<file path="src/rtl/snake_move_ticker_pkg.sv">
// ---------------------------------------------------------------------------
// snake_pkg
// Shared definitions for the snake movement pacing logic.
//   dir_e    : heading codes; the reverse of a heading is its code XOR 2'b01
//   state_e  : pacing FSM states
//   reverseDir(): helper returning the opposite heading
// ---------------------------------------------------------------------------
package snake_pkg;

    typedef enum logic [1:0] {
        DIR_UP    = 2'd0,
        DIR_DOWN  = 2'd1,
        DIR_LEFT  = 2'd2,
        DIR_RIGHT = 2'd3
    } dir_e;

    typedef enum logic [1:0] {
        ST_IDLE   = 2'd0,
        ST_RUN    = 2'd1,
        ST_PAUSED = 2'd2,
        ST_OVER   = 2'd3
    } state_e;

    // Opposite heading: up<->down and left<->right differ only in bit 0
    function automatic dir_e reverseDir(input dir_e d);
        return dir_e'(d ^ 2'b01);
    endfunction

endpackage

</file>
<file path="src/rtl/snake_move_ticker_if.sv">
// ---------------------------------------------------------------------------
// snake_move_ticker_if
// Bundles the key inputs, controller handshake and status outputs of the
// pacing stage.
//   key_up/down/left/right/pause : raw asynchronous key levels
//   length                       : current snake length
//   ready                        : movement controller samples go this cycle
//   dead                         : collision level
//   go                           : one-cycle move strobe
//   dir                          : committed heading
//   paused / game_over           : status flags
// master drives keys and controller status; slave is the pacing stage.
// ---------------------------------------------------------------------------
interface snake_move_ticker_if;
    import snake_pkg::*;

    logic        key_up;
    logic        key_down;
    logic        key_left;
    logic        key_right;
    logic        key_pause;
    logic [10:0] length;
    logic        ready;
    logic        dead;
    logic        go;
    dir_e        dir;
    logic        paused;
    logic        game_over;

    modport master (
        output key_up, key_down, key_left, key_right, key_pause,
        output length, ready, dead,
        input  go, dir, paused, game_over
    );

    modport slave (
        input  key_up, key_down, key_left, key_right, key_pause,
        input  length, ready, dead,
        output go, dir, paused, game_over
    );

endinterface

</file>
<file path="src/rtl/snake_move_ticker_key_sync.sv">
// ---------------------------------------------------------------------------
// key_sync_edge
// Two-flop synchroniser for one asynchronous key, plus a rising-edge detector
// on the synchronised level.
//   clk, rst : clock and asynchronous active-high reset
//   async_i  : raw key level
//   sync_o   : synchronised key level
//   rise_o   : high for one cycle when sync_o goes 0 -> 1
// ---------------------------------------------------------------------------
module key_sync_edge (
    input  logic clk,
    input  logic rst,
    input  logic async_i,
    output logic sync_o,
    output logic rise_o
);

    logic meta_q;
    logic sync_q;
    logic prev_q;

    // Two synchroniser stages followed by a delayed copy used for edge detection
    always_ff @(posedge clk or posedge rst) begin
        if (rst) begin
            meta_q <= 1'b0;
            sync_q <= 1'b0;
            prev_q <= 1'b0;
        end else begin
            meta_q <= async_i;
            sync_q <= meta_q;
            prev_q <= sync_q;
        end
    end

    assign sync_o = sync_q;
    assign rise_o = sync_q & ~prev_q;

endmodule

</file>
<file path="src/rtl/snake_move_ticker.sv">
// ---------------------------------------------------------------------------
// snake_move_ticker
// Pacing stage for the snake movement controller. Synchronises the keys,
// tracks the requested heading, and issues one go strobe per move step while
// the controller is ready. The step period shrinks with snake length down to
// a floor, pause toggles on a pause-key edge, and a collision freezes the
// block until reset.
//   clk, rst : clock and asynchronous active-high reset
//   bus      : snake_move_ticker_if slave (keys, length, ready, dead in;
//              go, dir, paused, game_over out)
// ---------------------------------------------------------------------------
module snake_move_ticker
    import snake_pkg::*;
#(
    parameter int unsigned BASE_DIV = 12_500_000,
    parameter int unsigned STEP_DIV = 100_000,
    parameter int unsigned MIN_DIV  = 2_500_000,
    parameter int unsigned DIV_W    = 26
) (
    input  logic                 clk,
    input  logic                 rst,
    snake_move_ticker_if.slave   bus
);

    localparam int unsigned PROD_W = DIV_W + 11;
    localparam logic [PROD_W-1:0] BASE_EXT = PROD_W'(BASE_DIV);
    localparam logic [PROD_W-1:0] MIN_EXT  = PROD_W'(MIN_DIV);

    logic [4:0]       keyRaw;
    logic [3:0]       keySync;
    logic [3:0]       keyRise;
    logic             unusedPauseLevel;
    logic             pauseRise;

    state_e           state_q;
    logic [DIV_W-1:0] div_q;
    logic [DIV_W-1:0] div_d;
    logic             pending_q;
    logic             pending_d;
    dir_e             dir_q;
    dir_e             nextDir_q;
    logic             paused_q;
    logic             gameOver_q;

    logic [PROD_W-1:0] stepProd;
    logic [DIV_W-1:0]  period;
    dir_e              keyDir;
    logic              keyHeld;
    logic              runCount;
    logic              tick;
    logic              goLive;

    assign keyRaw = {bus.key_pause, bus.key_right, bus.key_left, bus.key_down, bus.key_up};

    // Direction keys: level feeds heading selection, edge wakes the block from IDLE
    for (genvar k = 0; k < 4; k++) begin : g_dirSync
        key_sync_edge u_sync (
            .clk     (clk),
            .rst     (rst),
            .async_i (keyRaw[k]),
            .sync_o  (keySync[k]),
            .rise_o  (keyRise[k])
        );
    end

    // Pause acts only on its rising edge; the synchronised level is not needed
    key_sync_edge u_pauseSync (
        .clk     (clk),
        .rst     (rst),
        .async_i (keyRaw[4]),
        .sync_o  (unusedPauseLevel),
        .rise_o  (pauseRise)
    );

    // Step period: length-scaled reduction computed wide enough that it cannot
    // wrap, then clamped to the floor when it would go below it or underflow
    assign stepProd = PROD_W'(bus.length) * PROD_W'(STEP_DIV);

    always_comb begin
        period = DIV_W'(MIN_DIV);
        if ((stepProd < BASE_EXT) && ((BASE_EXT - stepProd) > MIN_EXT)) begin
            period = DIV_W'(BASE_EXT - stepProd);
        end
    end

    // Highest-priority held key: up beats down beats left beats right
    always_comb begin
        keyHeld = |keySync;
        keyDir  = DIR_RIGHT;
        if (keySync[0]) begin
            keyDir = DIR_UP;
        end else if (keySync[1]) begin
            keyDir = DIR_DOWN;
        end else if (keySync[2]) begin
            keyDir = DIR_LEFT;
        end
    end

    // The divider advances on running cycles; a pause edge freezes the cycle
    // it arrives in, while the resume edge cycle already counts. The reload
    // happens on the cycle the count would reach zero so go spacing equals
    // the period exactly. A go in the same cycle as a fresh tick keeps the
    // new tick pending rather than dropping it.
    always_comb begin
        runCount  = !bus.dead && (((state_q == ST_RUN) && !pauseRise) ||
                                  ((state_q == ST_PAUSED) && pauseRise));
        tick      = runCount && (div_q <= DIV_W'(1));
        goLive    = (state_q == ST_RUN) && pending_q && bus.ready && !bus.dead && !pauseRise;
        div_d     = tick ? period : (div_q - DIV_W'(1));
        pending_d = tick | (pending_q & ~goLive);
    end

    // Pacing FSM with registered status outputs. Collision overrides
    // everything, then a pause edge, then go issue.
    always_ff @(posedge clk or posedge rst) begin
        if (rst) begin
            state_q    <= ST_IDLE;
            div_q      <= '0;
            pending_q  <= 1'b0;
            dir_q      <= DIR_RIGHT;
            nextDir_q  <= DIR_RIGHT;
            paused_q   <= 1'b0;
            gameOver_q <= 1'b0;
        end else begin
            if (keyHeld && (keyDir != reverseDir(dir_q))) begin
                nextDir_q <= keyDir;
            end

            if (bus.dead) begin
                state_q    <= ST_OVER;
                pending_q  <= 1'b0;
                paused_q   <= 1'b0;
                gameOver_q <= 1'b1;
            end else begin
                if (runCount) begin
                    div_q     <= div_d;
                    pending_q <= pending_d;
                end
                if (goLive) begin
                    dir_q <= nextDir_q;
                end

                case (state_q)
                    ST_IDLE: begin
                        if (|keyRise) begin
                            state_q <= ST_RUN;
                            div_q   <= period;
                        end
                    end
                    ST_RUN: begin
                        if (pauseRise) begin
                            state_q  <= ST_PAUSED;
                            paused_q <= 1'b1;
                        end
                    end
                    ST_PAUSED: begin
                        if (pauseRise) begin
                            state_q  <= ST_RUN;
                            paused_q <= 1'b0;
                        end
                    end
                    default: begin
                        state_q    <= ST_OVER;
                        gameOver_q <= 1'b1;
                    end
                endcase
            end
        end
    end

    assign bus.go        = goLive;
    assign bus.dir       = dir_q;
    assign bus.paused    = paused_q;
    assign bus.game_over = gameOver_q;

endmodule

</file>
<file path="src/flat_wrapper.sv">
// flat-port wrapper written by rule: the top's interface ports become plain ports
module snake_move_ticker_flat import snake_pkg::*;
#(
    parameter int unsigned BASE_DIV = 12_500_000,
    parameter int unsigned STEP_DIV = 100_000,
    parameter int unsigned MIN_DIV  = 2_500_000,
    parameter int unsigned DIV_W    = 26
)
  (clk, rst, bus_key_up, bus_key_down, bus_key_left, bus_key_right, bus_key_pause, bus_length, bus_ready, bus_dead, bus_go, bus_dir, bus_paused, bus_game_over);
  snake_move_ticker_if bus_i ();
  input  logic clk;
  input  logic rst;
  input wire logic [$bits(bus_i.key_up)-1:0] bus_key_up;
  input wire logic [$bits(bus_i.key_down)-1:0] bus_key_down;
  input wire logic [$bits(bus_i.key_left)-1:0] bus_key_left;
  input wire logic [$bits(bus_i.key_right)-1:0] bus_key_right;
  input wire logic [$bits(bus_i.key_pause)-1:0] bus_key_pause;
  input wire logic [$bits(bus_i.length)-1:0] bus_length;
  input wire logic [$bits(bus_i.ready)-1:0] bus_ready;
  input wire logic [$bits(bus_i.dead)-1:0] bus_dead;
  output wire logic [$bits(bus_i.go)-1:0] bus_go;
  output wire logic [$bits(bus_i.dir)-1:0] bus_dir;
  output wire logic [$bits(bus_i.paused)-1:0] bus_paused;
  output wire logic [$bits(bus_i.game_over)-1:0] bus_game_over;
  assign bus_i.key_up = bus_key_up;
  assign bus_i.key_down = bus_key_down;
  assign bus_i.key_left = bus_key_left;
  assign bus_i.key_right = bus_key_right;
  assign bus_i.key_pause = bus_key_pause;
  assign bus_i.length = bus_length;
  assign bus_i.ready = bus_ready;
  assign bus_i.dead = bus_dead;
  assign bus_go = bus_i.go;
  assign bus_dir = bus_i.dir;
  assign bus_paused = bus_i.paused;
  assign bus_game_over = bus_i.game_over;
  snake_move_ticker #(.BASE_DIV(BASE_DIV), .STEP_DIV(STEP_DIV), .MIN_DIV(MIN_DIV), .DIV_W(DIV_W)) u_core (.clk(clk), .rst(rst), .bus(bus_i));
endmodule
</file>
<file path="config.mk">
export PLATFORM = sky130hd
export DESIGN_NAME = snake_move_ticker_flat
export DESIGN_NICKNAME = d
export VERILOG_FILES = /design/src/rtl/snake_move_ticker_pkg.sv /design/src/rtl/snake_move_ticker_if.sv /design/src/rtl/snake_move_ticker_key_sync.sv /design/src/rtl/snake_move_ticker.sv /design/src/flat_wrapper.sv
export SDC_FILE = /design/constraint.sdc
export NUM_CORES = 1
export LEC_CHECK = 0
export CORE_MARGIN = 2
export CORE_UTILIZATION = 50
export DETAILED_ROUTE_END_ITERATION = 12
export GPL_ROUTABILITY_DRIVEN = 0
export HOLD_SLACK_MARGIN = 0.03
export PLACE_DENSITY = 0.79
export SETUP_SLACK_MARGIN = 0.3
export SLEW_MARGIN = 30
export SYNTH_ARGS = -nofsm -noshare
export SYNTH_HDL_FRONTEND = slang
export SYNTH_HIERARCHICAL = 1
export SYNTH_SLANG_ARGS = --single-unit
</file>
<file path="constraint.sdc">
create_clock -name clk -period 5.6 [get_ports clk]
set_input_delay 0.84 -clock clk [delete_from_list [all_inputs] [get_ports clk]]
set_output_delay 0.84 -clock clk [all_outputs]
set_load 0.01 [all_outputs]
</file>
Word-level counts from Yosys, hierarchy flattened. Index checks and enable logic that the tools add are counted. W data, S select, Z words.

Bits in registers: 50. Input port bits: 20. Output and inout bits: 5. Word-level logic and storage cells: 93.

$add $sub $neg: 2. Multiply operators: 1. Order comparisons: 3. Eq/ne operators: 7. Multiplexer cells: 21. Bitwise gates (word level): 15. Reductions and logical operators: 22.

Operators with widths (number): $mux W26 (5); $gt A37 B22 Y1 const B (1); $sub A24 B28 Y29 const A (1); $lt A28 B24 Y1 const B (1); $le A26 B1 Y1 const B (1); $sub A26 B1 Y26 const B (1); $mul A11 B12 Y23 const B (1); $mux W2 (6); $logic_and A1 B1 Y1 (10); $ne A3 B2 Y1 const B (3); $mux W1 (8); $not A1 Y1 (8); $reduce_or A4 Y1 (2); $and A1 B1 Y1 (6); $pmux W2 S3 (1); $reduce_and A3 Y1 (2); $reduce_bool A3 Y1 (1); $reduce_or A3 Y1 (1); $eq A2 B1 Y1 const B (1); $eq A2 B2 Y1 const B (1); $logic_not A1 Y1 (2); $logic_not A2 Y1 (1); $ne A2 B1 Y1 const B (1); $ne A2 B2 Y1 (1); 5 further kinds (5).

Depth between registers and ports, before layout. Gate-level depths: netlist of run 1.

Word-level depth: 11. Mapped depth: 23. Mapped depth without buffers: 20.

By module. The synthesis of run 1 kept the hierarchy.

Modules (own cells, without submodules): snake_move_ticker (instances 1, cells an instance 571, area each 4973.5 sq um, seq. area each 880.8 sq um); key_sync_edge (instances 5, cells an instance 5, area each 92.6 sq um, seq. area each 75.1 sq um).

Worst setup path before layout of run 1. Ideal clock, no wire load.

Path kind: input -> register. From: input bus_length[6]. To: register u_core.div_q[14]. Library setup time: 0.121 ns. Arrival time: 6.219 ns. Required time: 5.479 ns. Slack: -0.739 ns. Stages on the path: 21. Buffers on the path: 3. Path through: ha_1 fa_1 fa_1 fa_1 inv_1 fa_1 inv_1 ha_1 clkbuf_1 a21oi_1 nor2b_1 o31a_1 o31ai_1 and2_1 clkbuf_1 nand4_1 or4_1 a31oi_1 a21oi_4 buf_6 a22o_1.

Longest elaborated chain between the ends: 9. Elaborated cells between the ends (all ways): 10. Those cells by class: add/sub: 1; mul: 1; order compare: 2; mux: 5; reduce/logical: 1.

RTL lines: from (decl) (line flat_wrapper.sv:18) `input wire logic [$bits(bus_i.length)-1:0] bus_length;`; $mul A11 B12 Y23 (*) (line snake_move_ticker.sv:77) `assign stepProd = PROD_W'(bus.length) * PROD_W'(STEP_DIV);`; $sub A24 B28 Y29 (line snake_move_ticker.sv:81) `if ((stepProd < BASE_EXT) && ((BASE_EXT - stepProd) > MIN_EXT)) begin`; $gt A37 B22 Y1 (line snake_move_ticker.sv:81); $logic_and A1 B1 Y1 (line snake_move_ticker.sv:81); $mux W26 (*) (line snake_move_ticker.sv:81); $mux W26 (line snake_move_ticker.sv:109) `div_d = tick ? period : (div_q - DIV_W'(1));`; $mux W26 (line snake_move_ticker.sv:135) `if (runCount) begin`; $mux W26 (line snake_move_ticker.sv:145) `if (|keyRise) begin`; $mux W26 (*) (line snake_move_ticker.sv:143) `case (state_q)`; to (signal assigned) (line snake_move_ticker.sv:136) `div_q <= div_d;`; to (signal assigned) (line snake_move_ticker.sv:147) `div_q <= period;`; to (decl) (line snake_move_ticker.sv:36) `logic [DIV_W-1:0] div_q;`.

Mark *: on every way between the ends. The rest lies on a longest branch, timed or not. A chain may end at the register's enable or synchronous reset.

Worst setup path after layout of run 1.
From: input bus_length[5]. To: register u_core.div_q[11].

The elaborated chain is that of the path after synthesis.

==> results.toml, run 1 <==
[status]
status = "complete, but fails checks"
violations = "negative setup slack"

[timing]
fmax_mhz = 174.1
slew_headroom_pct = 53.68
slew_violations = 0
hold_viol = 0
finClkSkew_ns = 0.008575
period_share_pct = 102.6
setup_slack_ns = -0.1449
finalSetupTns_ns = -1.699
layout_min_cycle_time_ns = 5.745
rsz0062_at_grt = "true"
finalSetupViolCount = 17
max_slew.worst_pin.slew_ns = 0.6858

[clocking]
worstSkewPairLatency_ns = 0.31
cts_buffer_depth = 2
root_buffer = "clkbuf_8"
path_clk_slew_ns = 0.10
numCtsBuffers = 5
cts_tree = "done"
ctsHoldBuffers = 0
numClockSinks = 50
cts_max_level = 2

[routing]
dr.pass1.iters = 5
ant_nets = 0
routed_wl_um = 15610
detailroute.via_count = 5187
initialDrtViolationCount = 328
avgViaCountPerCell = 5.751
post-route-drc-count = 0
wl_per_cell_um = 17.31

[synth]
seq_area_frac_synth_pct = 23.11
synth-seq-cells = 50
netlist_instances = 596
ys_types = 68
synth_top_area_cell = "dfrtp_1"
async_flop_share_pct = 100.0
netlist_area_mm2 = 0.005436
synth_edf_count = 0
ys_warn_count = 6
synth_flop_cell = "dfrtp_1"
syn_avg_cell_area_um2 = 9.122
syn_nets = 722
synth_area_leaders = "dfrtp_1 21%, ha_1 19%, fa_1 8.5%, xnor2_1 5.2%, inv_1 4.7%"
synth.top_cell.area_share_pct = 21.17

[critical_path]
endpoint_kind = "flop"
ff2ff_path_depth = 11
crit_arrival_ns = 5.94
reg2reg_slack_ns = 1.49
cp-start-kind = "input port"
path_cells = "clkdlybuf4s15_2 > ha_4 > ha_1 > fa_1 > inv_1 > fa_1 > inv_1 > fa_2 > ha_4 > nand2_1 > a2111oi_4 > a211oi_2 > xnor2_1 > nand4_1 > or4_4 > a31oi_4 > a21oi_4 > buf_12 > a22o_1"
r2r_start = "u_core/div_q[2]$_DFFE_PP0N_"
cp_max_fo = 8
cp.required_ns = 5.80
reg2reg_to = "u_core/div_q[13]$_DFFE_PP0N_"
cp_top_family = "adder cells"
crit_type = "input port to flop"
crit_path_top_delay_cell = "fa_1"
crit_buf_inv = 4
critPathMaxStageDelay_ns = 0.53

[cells_and_area]
regArea_mm2 = 0.001256
final_cell_mix = "130 x buf_4, 63 x inv_1, 62 x ha_1"
drive_gt1_share_pct = 36.35
syn_to_final_growth_pct = 40.74
final_common_cell = "buf_4"
antenna_cells = 0
fillers = 716
nets = 887
multi_input_area_mm2 = 0.004478

[worst_hold_path]
min_to = "u_core/g_dirSync[1].u_sync/sync_o$_DFF_PP0_"
hold_path_class = "flop to flop"
hold_depth = 0
worstHoldStart = "u_core/g_dirSync[1].u_sync/meta_q$_DFF_PP0_"

[floorplan]
die_area_mm2 = 0.01172
rows = 38
initial_core_util_pct = 50.59
die-width_um = 108.3
io_pins = 25
coreArea_mm2 = 0.01075
dieHeight_um = 108.3

[power_and_ir_drop]
power_uw = 4799
peakVddDrop_v = 0.0003422
p_leak_uw = 0.003570
powerDensity_mw_per_mm2 = 627.2

[global_route]
grt_max_degree = 36
antenna_found_initial = 0
first_global_vias = 5321
grt_pass1_wl_um = 23980
grt.total_usage_pct = 25.26
grt-ovfl-total = 0

[placed_design]
dp_hpwl_um = 10910
port_buffers = 24

[flow_run]
drv_cap = 0
==> area by class of cell <==
type	instances	share of cell area (%)
multi-input combinational	468	58.53
timing repair buffer	168	18.15
inverter	68	3.336
clock buffer	5	0.8994
sequential	50	16.42
tap	140	2.289
clock inverter	3	0.3761
==> registers in the layout, summed over array words and instances, names as in the netlist <==
register                        cells
u_core/state_q                      2
u_core/bus.game_over                1
u_core/bus.dir                      2
u_core/g_dirSync.u_sync/prev_q      4
u_core/u_pauseSync/meta_q           1
u_core/nextDir_q                    2
u_core/bus.paused                   1
u_core/g_dirSync.u_sync/sync_o      4
u_core/u_pauseSync/sync_o           1
u_core/pending_q                    1
u_core/g_dirSync.u_sync/meta_q      4
u_core/u_pauseSync/prev_q           1
u_core/div_q                       26
==> cell usage after synthesis (16+ instances only) <==
| master | number |
|---|---|
| ha_1 | 83 |
| inv_1 | 68 |
| dfrtp_1 | 46 |
| nand2_1 | 36 |
| a21oi_1 | 34 |
| nor2_1 | 34 |
| xnor2_1 | 32 |
| fa_1 | 23 |
| o21ai_0 | 23 |
| nor3_1 | 18 |
| xor2_1 | 18 |
| nand3_1 | 16 |
==> routing by layer <==
metal  wire length (µm)  track usage (%)  part of all wire (%)
met1               5827            28.24                    37
met2               8500            50.40                    54
met3                568            2.110                   3.6
met4                714            7.143                   4.6
met5                  0                0                     0
==> cells by family after synthesis <==
logic type	synth area share, %
flip-flops	23.11
AO/OA/AOI/OAI	16.57
adder cells (fa/ha/maj)	27.57
XOR/XNOR	8.055
multiplexers	0.7365
AND/OR/NAND/NOR	18.02
buffers and inverters	5.938
==> stage by stage <==
| step | instances | utilization, % | cell area (µm²) | setup slack (ns) | hold WS [ns] |
|---|---|---|---|---|---|
| after detailed placement | 871 | 63.29 | 6800 | -0.9779 | 0.3418 |
| after global routing | 902 | 71.20 | 7651 | -0.3144 | 0.3825 |
| final | 902 | 71.20 | 7651 | -0.1449 | 0.3711 |
| after CTS | 893 | 68.28 | 7337 | 0.02879 | 0.3738 |
| after global placement | 871 | 63.29 | 6800 | -0.8536 | 0.3311 |
| after floorplan | 596 | - | 5544 | -0.2149 | 0.3312 |
==> repair_timing <==
item | in CTS | in global routing
gates resized for setup | 98 | 43
endpoints found under the setup margin | 20 | 20
pin swaps | 44 | 22
cloned | 0 | 1
setup buffers | 14 | 8
endpoints found under the hold margin | 0 | 0
==> where the power goes <==
group	leakage (µW)	switching (µW)	internal, µW
logic	0.00292	1990	2130
registers	0.000596	47.8	412
clock network	0.0000502	128	92.6
==> worst max-delay path by stage <==
stage | start | endpoint | slack [ns] | cells after the start
2_1_floorplan | bus_length[6] | u_core/div_q[13]$_DFFE_PP0N_ | -0.21 | 20
3_3_place_gp | bus_length[6] | u_core/div_q[10]$_DFFE_PP0N_ | -0.85 | 20
3_5_place_dp | bus_length[7] | u_core/div_q[10]$_DFFE_PP0N_ | -0.98 | 21
4_1_cts | bus_length[6] | u_core/div_q[11]$_DFFE_PP0N_ | 0.03 | 20
5_1_grt | bus_length[5] | u_core/div_q[12]$_DFFE_PP0N_ | -0.31 | 19
6_report | bus_length[5] | u_core/div_q[11]$_DFFE_PP0N_ | -0.14 | 19
No activity file was read; power rests on OpenSTA's default activity.
==> run 2, diff against run 1 <==
CORE_ASPECT_RATIO = 0.75   (was not set)
==> run 2 against run 1 <==
The flow still finishes with violations (negative setup slack). Critical path depth rose by 3. Clock power rose by 60%. Clock skew rose by 0.00079 ns. Sequential share of layout area fell by 0.25 points. Via count rose by 15%. Setup slack got worse by 0.45 ns. Largest cell class unchanged. Utilization rose by 3.1 points. Highest routed layer unchanged. Total power rose by 10%. Non-clock buffer count rose by 1. Clock-buffer cell count did not move. Critical endpoint is now u_core/div_q[21]$_DFFE_PP0N_.
==> results.toml, run 2 (synthesis results as in run 1) <==
[status]
status = "complete, but fails checks"
violations = "negative setup slack"

[power_and_ir_drop]
powerDensity_mw_per_mm2 = 680.9
p_leak_uw = 0.003594
peakVddDrop_v = 0.0005020

[routing]
routed_wl_um = 21130
ant_nets = 0
wl_per_cell_um = 23.51
dr.pass1.iters = 6
initialDrtViolationCount = 798
avgViaCountPerCell = 6.637
post-route-drc-count = 0
detailroute.via_count = 5967

[timing]
period_share_pct = 110.7
max_slew.worst_pin.slew_ns = 0.8852
layout_min_cycle_time_ns = 6.197
hold_viol = 0
slew_violations = 0
setup_slack_ns = -0.5968
slew_headroom_pct = 40.77
fmax_mhz = 161.4
rsz0062_at_grt = "true"
finClkSkew_ns = 0.009366
finalSetupViolCount = 20

[cells_and_area]
nets = 888
fin_cells = 899
final_common_cell = "buf_4"
final_cell_mix = "138 x buf_4, 64 x inv_1, 61 x ha_1"
regMostFlops = "u_core/div_q"
syn_to_final_growth_pct = 42.90
drive_gt1_share_pct = 36.44
largest_register_ffs = 26
fillers = 596
antenna_cells = 0

[critical_path]
critPathMaxStageDelay_ns = 0.58
path_cells = "clkdlybuf4s15_2 > ha_4 > buf_4 > ha_4 > fa_1 > inv_1 > fa_1 > inv_2 > fa_2 > ha_4 > nand2_1 > a2111oi_4 > a211oi_2 > xnor2_1 > nand4_1 > buf_4 > buf_4 > o31ai_1 > buf_4 > a211oi_2 > o31ai_2 > a221oi_2"
ff2ff_path_depth = 12
endpoint_kind = "flop"
worst_path_most_repeated_cell = "buf_4"
reg2reg_slack_ns = 1.11
r2r_start = "u_core/div_q[2]$_DFFE_PP0N_"
crit_type = "input port to flop"
reg2reg_to = "u_core/div_q[8]$_DFFE_PP0N_"
crit_path_top_delay_cell = "fa_1"
crit_arrival_ns = 6.36
cp.required_ns = 5.76
cp-start-kind = "input port"
cp_max_fo = 6

[floorplan]
rows = 32
io_pins = 25
die_area_mm2 = 0.01173
coreArea_mm2 = 0.01045
die-width_um = 124.4
initial_core_util_pct = 52.02
dieHeight_um = 94.31

[clocking]
worstSkewPairLatency_ns = 0.30
numClockSinks = 50
cts_max_level = 2
cts_buffer_depth = 2
root_buffer = "clkbuf_16"
path_clk_slew_ns = 0.07
cts_tree = "done"
numCtsBuffers = 5

[global_route]
first_global_vias = 5661
grt_pass1_wl_um = 28420
grt-ovfl-total = 0
grt_max_degree = 36
grt.total_usage_pct = 30.32
antenna_found_initial = 0

[flow_run]
drv_cap = 0

[placed_design]
port_buffers = 24
dp_worst_setup_slack_ns = -0.9960
dp_hpwl_um = 11650
dp_cells = 862

[worst_hold_path]
hold_depth = 0
hold_path_class = "flop to flop"
min_to = "u_core/g_dirSync[2].u_sync/sync_o$_DFF_PP0_"
worstHoldStart = "u_core/g_dirSync[2].u_sync/meta_q$_DFF_PP0_"
[run 2: how the worst max path moves through the flow]
| stage | from | end | slack, ns | cells after the start |
|---|---|---|---|---|
| 2_1_floorplan | bus_length[6] | u_core/div_q[13]$_DFFE_PP0N_ | -0.21 | 20 |
| 3_3_place_gp | bus_length[7] | u_core/div_q[8]$_DFFE_PP0N_ | -0.83 | 21 |
| 3_5_place_dp | bus_length[6] | u_core/div_q[13]$_DFFE_PP0N_ | -1.0 | 20 |
| 4_1_cts | bus_length[6] | u_core/div_q[19]$_DFFE_PP0N_ | -0.19 | 20 |
| 5_1_grt | bus_length[8] | u_core/div_q[10]$_DFFE_PP0N_ | -0.70 | 21 |
| 6_report | bus_length[8] | u_core/div_q[21]$_DFFE_PP0N_ | -0.60 | 22 |
[run 2: where the power goes]
group	switching (µW)	leakage, µW	internal, µW	total [µW]
logic	2330	0.00291	2130	4460
registers	62.5	0.000596	412	475
clock network	141	0.0000844	213	354
total	2540	0.00359	2750	5290
[run 2: critical path, delay by kind of cell]
family                   cells  cell delay (ns)
AND/OR/NAND/NOR              2             0.40
AO/OA/AOI/OAI                6             1.50
XOR/XNOR                     1             0.24
buffers and inverters        7             1.00
adder cells (fa/ha/maj)      6             2.34
[run 2: stage by stage]
step / total power (µW) / setup TNS [ns] / utilization [%] / cell area (µm²) / hold slack, ns
after floorplan: 2254 / -2.468 / - / 5544 / 0.3312
after global placement: 3390 / -14.73 / 64.55 / 6745 / 0.3361
after detailed placement: 3509 / -17.98 / 64.55 / 6745 / 0.3357
after CTS: 4453 / -2.509 / 71.56 / 7478 / 0.3613
after global routing: 5486 / -11.31 / 74.34 / 7769 / 0.3647
final: 5289 / -9.188 / 74.34 / 7769 / 0.3629
[run 2: routing by layer]
metal  part of all wire, %  track usage, %
met1                    37           38.43
met2                    45           51.91
met3                   8.9           5.296
met4                   8.8           12.55
met5                     0               0
[run 2: area by class of cell]
| type | count | area, µm² | area share (%) |
|---|---|---|---|
| clock buffer | 5 | 125.1 | 1.611 |
| clock inverter | 3 | 47.55 | 0.6120 |
| inverter | 68 | 255.2 | 3.286 |
| multi-input combinational | 468 | 4542 | 58.46 |
| sequential | 50 | 1256 | 16.17 |
| tap | 136 | 170.2 | 2.190 |
| timing repair buffer | 169 | 1373 | 17.67 |
[run 2: timing repair]
action,in CTS,in global routing
gates cloned,1,0
resized for setup,93,48
endpoints found under the setup margin,20,20
hold buffers,0,0
buffers inserted,22,6
pin swaps,34,16
